$ cat src/rtl/branch_resolution_if.sv
// Execute-stage branch resolution bundle: decode/flag inputs toward the
// resolver and decision/statistics outputs back to the pipeline.
interface branch_resolution_if #(
  parameter int CNT_WIDTH = 16
);
  logic [2:0]           funct3;
  logic [1:0]           BranchOp;
  logic                 N;
  logic                 Z;
  logic                 C;
  logic                 V;
  logic                 PCSrc;
  logic                 BranchIllegal;
  logic                 PCSrcQ;
  logic [CNT_WIDTH-1:0] BranchCount;
  logic [CNT_WIDTH-1:0] TakenCount;

  modport master (
    output funct3, BranchOp, N, Z, C, V,
    input  PCSrc, BranchIllegal, PCSrcQ, BranchCount, TakenCount
  );

  modport slave (
    input  funct3, BranchOp, N, Z, C, V,
    output PCSrc, BranchIllegal, PCSrcQ, BranchCount, TakenCount
  );
endinterface

$ cat src/rtl/branch_resolution.sv
// Combinational taken/not-taken decision for Execute, plus a registered copy
// of the decision and wrap-around conditional-branch statistics.
module branch_resolution #(
  parameter int CNT_WIDTH = 16
) (
  input  logic                 clk,
  input  logic                 reset_n,
  branch_resolution_if.slave   br
);

  localparam logic [1:0] OP_NONE = 2'b00;
  localparam logic [1:0] OP_JUMP = 2'b01;
  localparam logic [1:0] OP_COND = 2'b10;

  logic                 w_pcsrc;
  logic                 w_illegal;
  logic                 w_count_branch;
  logic                 r_pcsrc_q;
  logic [CNT_WIDTH-1:0] r_branch_cnt;
  logic [CNT_WIDTH-1:0] r_taken_cnt;

  // funct3 and flags are only looked at under OP_COND, so unknowns on them
  // cannot leak into the decision for jumps or non-branches.
  always_comb begin
    w_pcsrc   = 1'b0;
    w_illegal = 1'b0;
    case (br.BranchOp)
      OP_NONE: w_pcsrc = 1'b0;
      OP_JUMP: w_pcsrc = 1'b1;
      OP_COND: begin
        case (br.funct3)
          3'b000:  w_pcsrc = br.Z;
          3'b001:  w_pcsrc = ~br.Z;
          3'b100:  w_pcsrc = br.N ^ br.V;
          3'b101:  w_pcsrc = ~(br.N ^ br.V);
          3'b110:  w_pcsrc = ~br.C;
          3'b111:  w_pcsrc = br.C;
          default: w_illegal = 1'b1;
        endcase
      end
      default: w_illegal = 1'b1;
    endcase
  end

  assign w_count_branch = (br.BranchOp == OP_COND) && !w_illegal;

  always_ff @(posedge clk) begin
    if (!reset_n) begin
      r_pcsrc_q    <= 1'b0;
      r_branch_cnt <= '0;
      r_taken_cnt  <= '0;
    end else begin
      r_pcsrc_q <= w_pcsrc;
      if (w_count_branch) begin
        r_branch_cnt <= r_branch_cnt + 1'b1;
        if (w_pcsrc)
          r_taken_cnt <= r_taken_cnt + 1'b1;
      end
    end
  end

  assign br.PCSrc         = w_pcsrc;
  assign br.BranchIllegal = w_illegal;
  assign br.PCSrcQ        = r_pcsrc_q;
  assign br.BranchCount   = r_branch_cnt;
  assign br.TakenCount    = r_taken_cnt;

endmodule

$ cat src/flat_wrapper.sv
// flat-port wrapper written by rule: the top's interface ports become plain ports
module branch_resolution_flat 
#(
  parameter int CNT_WIDTH = 16
)
  (clk, reset_n, br_funct3, br_BranchOp, br_N, br_Z, br_C, br_V, br_PCSrc, br_BranchIllegal, br_PCSrcQ, br_BranchCount, br_TakenCount);
  branch_resolution_if #(.CNT_WIDTH(CNT_WIDTH)) br_i ();
  input  logic clk;
  input  logic reset_n;
  input wire logic [$bits(br_i.funct3)-1:0] br_funct3;
  input wire logic [$bits(br_i.BranchOp)-1:0] br_BranchOp;
  input wire logic [$bits(br_i.N)-1:0] br_N;
  input wire logic [$bits(br_i.Z)-1:0] br_Z;
  input wire logic [$bits(br_i.C)-1:0] br_C;
  input wire logic [$bits(br_i.V)-1:0] br_V;
  output wire logic [$bits(br_i.PCSrc)-1:0] br_PCSrc;
  output wire logic [$bits(br_i.BranchIllegal)-1:0] br_BranchIllegal;
  output wire logic [$bits(br_i.PCSrcQ)-1:0] br_PCSrcQ;
  output wire logic [$bits(br_i.BranchCount)-1:0] br_BranchCount;
  output wire logic [$bits(br_i.TakenCount)-1:0] br_TakenCount;
  assign br_i.funct3 = br_funct3;
  assign br_i.BranchOp = br_BranchOp;
  assign br_i.N = br_N;
  assign br_i.Z = br_Z;
  assign br_i.C = br_C;
  assign br_i.V = br_V;
  assign br_PCSrc = br_i.PCSrc;
  assign br_BranchIllegal = br_i.BranchIllegal;
  assign br_PCSrcQ = br_i.PCSrcQ;
  assign br_BranchCount = br_i.BranchCount;
  assign br_TakenCount = br_i.TakenCount;
  branch_resolution #(.CNT_WIDTH(CNT_WIDTH)) u_core (.clk(clk), .reset_n(reset_n), .br(br_i));
endmodule
$ cat config.mk
export PLATFORM = sky130hd
export DESIGN_NAME = branch_resolution_flat
export DESIGN_NICKNAME = d
export VERILOG_FILES = /design/src/rtl/branch_resolution_if.sv /design/src/rtl/branch_resolution.sv /design/src/flat_wrapper.sv
export SDC_FILE = /design/constraint.sdc
export NUM_CORES = 1
export LEC_CHECK = 0
export BUFFER_PORTS_ARGS = -buffer_cell sky130_fd_sc_hd__buf_2
export CORE_ASPECT_RATIO = 1.1
export CORE_MARGIN = 2
export CORE_UTILIZATION = 56
export DETAILED_ROUTE_END_ITERATION = 7
export GPL_TIMING_DRIVEN = 0
export PLACE_DENSITY = 0.87
export SLEW_MARGIN = 20
export SYNTH_ARGS = -nofsm -noshare
export SYNTH_HDL_FRONTEND = slang
export SYNTH_SLANG_ARGS = --single-unit
$ cat constraint.sdc
create_clock -name clk -period 4 [get_ports clk]
set_clock_uncertainty 0.2 [all_clocks]
set_input_delay 0 -clock clk [delete_from_list [all_inputs] [get_ports clk]]
set_output_delay 0 -clock clk [all_outputs]
set_load 0.03 [all_outputs]
==> results_dict.tcl <==
set metrics [dict create \
    outcome "completed" \
    drt_drc_violations_left 0 \
    netlist_instances 203 \
    timing.hold.worst_endpoint "u_core.br.BranchCount[1]" \
    floorplan.initialDensity 0.573 \
    dpl_worst_slack_ns 1.85 \
    dp.cells 282 \
    finish.net_count 275 \
    reg2reg_from "u_core.br.TakenCount[0]" \
    postSynth.topFlopCell "dfxtp_1" \
    cts_max_path_buffers 2 \
    post-route-period-util 0.580 \
    chipWidth_um 56.8 \
    std_cell_rows 21 \
    final_design_area_no_fill_um2 2090 \
    layout-area-overhead-vs-synth_pct 22.0 \
    worst-endpoint-arrival_ns 2.40 \
    fillers 241 \
    grt_util_all_layers 0.229 \
    ant_nets 0 \
    final-max-slew-violation-count 0 \
    comb_power_share 0.100 \
    final_layout_size_suffix_gt1_frac 0.238 \
    power.clock.fraction 0.353 \
    syn_area_per_cell_um2 8.46 \
    drt-total-wl_um 3730 \
    num_vias 1660 \
    crit_fanout 10 \
    worstSkewPairLatency_ns 0.33 \
    vdd_drop_max_mv 0.194 \
    layout_min_cycle_time_ns 2.32 \
    regToRegSetupSlack_ns 2.02 \
    final-instance-count-excl-fill 294 \
    netSwitchingFraction 0.251 \
    critPathRequiredTime_ns 4.08 \
    ys_async_sr_fraction 0 \
    flip_flop_and_latch_count_after_synthesis 33 \
    grt_use_met1 0.258 \
    globalRouteMet3Util 0.0807 \
    hpwlAfterDp_um 2710 \
    first_pass_grt_wire_length_um 6200 \
    number_of_top_level_pins 46 \
    fp.dieArea_um2 3520 \
    whs_path_depth 4 \
    final-hold-violation-count 0 \
    grt_remaining_overflow 0 \
    switching_power_w 0.000152 \
    drt-initial-drc-count 62 \
    postLayoutSetupSlackWorst_ns 1.68 \
    layout.core_utilization 0.699 \
    grt_setup_unrepaired "false" \
    layer_with_the_highest_usage "met2" \
    cts.reportedPaths.clkPinSlew_ns 0.10 \
    cap_violations 0 \
    max_slew.worst_pin.slew_ns 0.511 \
    synth_warnings 0 \
    syn-cell-area_um2 1720 \
    postCtsResizedCells 0 \
    num_antenna_cells 0 \
    die_h_um 62.1 \
    sequentialPowerShare 0.547 \
    r2r_end "u_core.br.TakenCount[10]" \
    hp-start "br_funct3[2]" \
    synth_edf_count 0 \
    worst-r2r-cell-count 6 \
    number_of_global_route_vias_before_repair 1442 \
    grt_start_max_net_pins 11 \
    tritoncts_clock_tree "yes" \
    drt_pre_antenna_iters 4 \
    p_int_w 0.000455 \
    place.gp.congestion 0.774 \
    cts_setup_buffers 0 \
    numCtsBuffers 5 \
    io_buffer_count 45 \
    setup_cp_type "in2reg" \
    cts_max_level 2 \
    routedWlPerCell_um 12.7 \
    avgViaCountPerCell 5.65 \
    cp-end-kind "flip-flop" \
    reported_leakage_power_nw 0.834 \
    top_achievable_clock_speed_ghz 0.431 \
    relSlewSlack 0.659 \
    setup_crit_start_kind "input pin" \
    grt_antenna_before_repair 0 \
    hp-class "in2reg" \
    synth.lib_cells_used.distinct 36 \
    power.density_cell_area_nw_per_um2 290 \
    post_dp_cell_area_um2 1980 \
    cts_num_sinks 33 \
    met2_use_gr 0.399 \
    ys_seq_area_frac 0.385 \
    fin_tns_setup_ns 0 \
    floorplan.core_area_um2 3000 \
    syn_nets 219 \
    timing.final.setup_violations 0 \
    cts_root_buffer "clkbuf_4" \
]
==> flip-flops by register name, summed over array words and instances (netlist names) <==
signal / count
u_core.br.TakenCount: 16
u_core.br.PCSrcQ: 1
u_core.br.BranchCount: 16
==> metrics by stage <==
stage / hold WS, ns / total power (W)
after floorplan: -0.0212 / 0.000378
after global placement: 0.124 / 0.000394
after detailed placement: 0.133 / 0.000396
after CTS: 0.0127 / 0.000614
after global routing: 0.0423 / 0.000635
final: 0.0329 / 0.000607
==> area by class of cell <==
cell class | count | area, µm² | share of cell area
multi-input combinational | 155 | 998 | 0.477
clock buffer | 7 | 65.1 | 0.0311
buffer | 6 | 23.8 | 0.0114
tap | 34 | 42.5 | 0.0203
timing repair buffer | 49 | 265 | 0.127
inverter | 9 | 33.8 | 0.0161
clock inverter | 1 | 5.00 | 0.00239
sequential | 33 | 661 | 0.315
==> critical path: stages <==
cell	delay [ns]
dlygate4sd3_1	0.56
buf_2	0.13
ha_1	0.13
clkbuf_1	0.24
nand2_1	0.21
nor3_1	0.29
o31ai_2	0.15
buf_2	0.20
or3_1	0.36
a21oi_1	0.14
==> power by group through the flow <==
stage / Clock [W] / Sequential, W / Combinational [W]
2_1_floorplan: 0 / 0.000344 / 0.0000347
3_3_place_gp: 0 / 0.000340 / 0.0000544
3_5_place_dp: 0 / 0.000340 / 0.0000561
4_1_cts: 0.000222 / 0.000332 / 0.0000599
5_1_grt: 0.000238 / 0.000333 / 0.0000651
6_report: 0.000215 / 0.000332 / 0.0000604
==> Yosys cell counts (5+ instances only) <==
master,instances,area (µm²)
nand2_1,21,78.8
a21oi_1,15,75.1
nand3_1,8,40.0
clkbuf_1,5,18.8
nor3_1,7,35.0
dfxtp_1,33,661
nand4_1,6,37.5
ha_1,5,62.6
inv_1,8,30.0
nor2_1,20,75.1
or3_1,10,62.6
xnor2_1,10,87.6
o21ai_0,10,50.1
==> cells by family (layout without fill, tap and decap cells) <==
| logic type | after synthesis | after routing | share of synthesized area |
|---|---|---|---|
| and+or+nand+nor | 94 | 94 | 0.293 |
| AOI/OAI and AO/OA | 37 | 37 | 0.144 |
| DFF | 33 | 33 | 0.385 |
| xor gates and xnor gates | 15 | 15 | 0.0853 |
| buffers and inverters | 15 | 72 | 0.0335 |
| adders and majority gates | 5 | 5 | 0.0364 |
| muxes | 4 | 4 | 0.0233 |
==> repair_timing <==
action / in CTS / in global routing
endpoints found under the setup margin: 0 / 0
hold buffers: 4 / 0
hold endpoints to repair: 13 / 0
==> layout by cell type (no fill, tap or decap), types with 6 or more instances in the layout <==
cell type | Yosys | final
dfxtp_1 | 33 | 33
inv_1 | 8 | 8
or3_1 | 10 | 10
a21oi_1 | 15 | 15
o21ai_0 | 10 | 10
nor3_1 | 7 | 7
xnor2_1 | 10 | 10
nand2_1 | 21 | 21
nand3_1 | 8 | 8
nand4_1 | 6 | 6
buf_2 | 1 | 46
nor2_1 | 20 | 20
==> worst max-delay path by stage <==
stage / to / cells past startpoint / from / slack (ns)
finish: u_core.br.TakenCount[9] / 10 / br_BranchOp[1] / 1.68
floorplan: u_core.br.TakenCount[12] / 6 / u_core.br.TakenCount[0] / 1.94
global placement: u_core.br.TakenCount[10] / 9 / br_BranchOp[0] / 1.91
global route: u_core.br.TakenCount[7] / 10 / br_BranchOp[1] / 1.52
CTS: u_core.br.TakenCount[9] / 10 / br_BranchOp[1] / 1.74
detailed placement: u_core.br.TakenCount[9] / 10 / br_BranchOp[0] / 1.85
==> layer usage <==
metal	vias up	routed length (µm)
li1	833	-
met3	12	226
met2	52	1820
met1	763	1600
met4	0	84
met5	-	0
No activity file was read; power rests on OpenSTA's default activity.
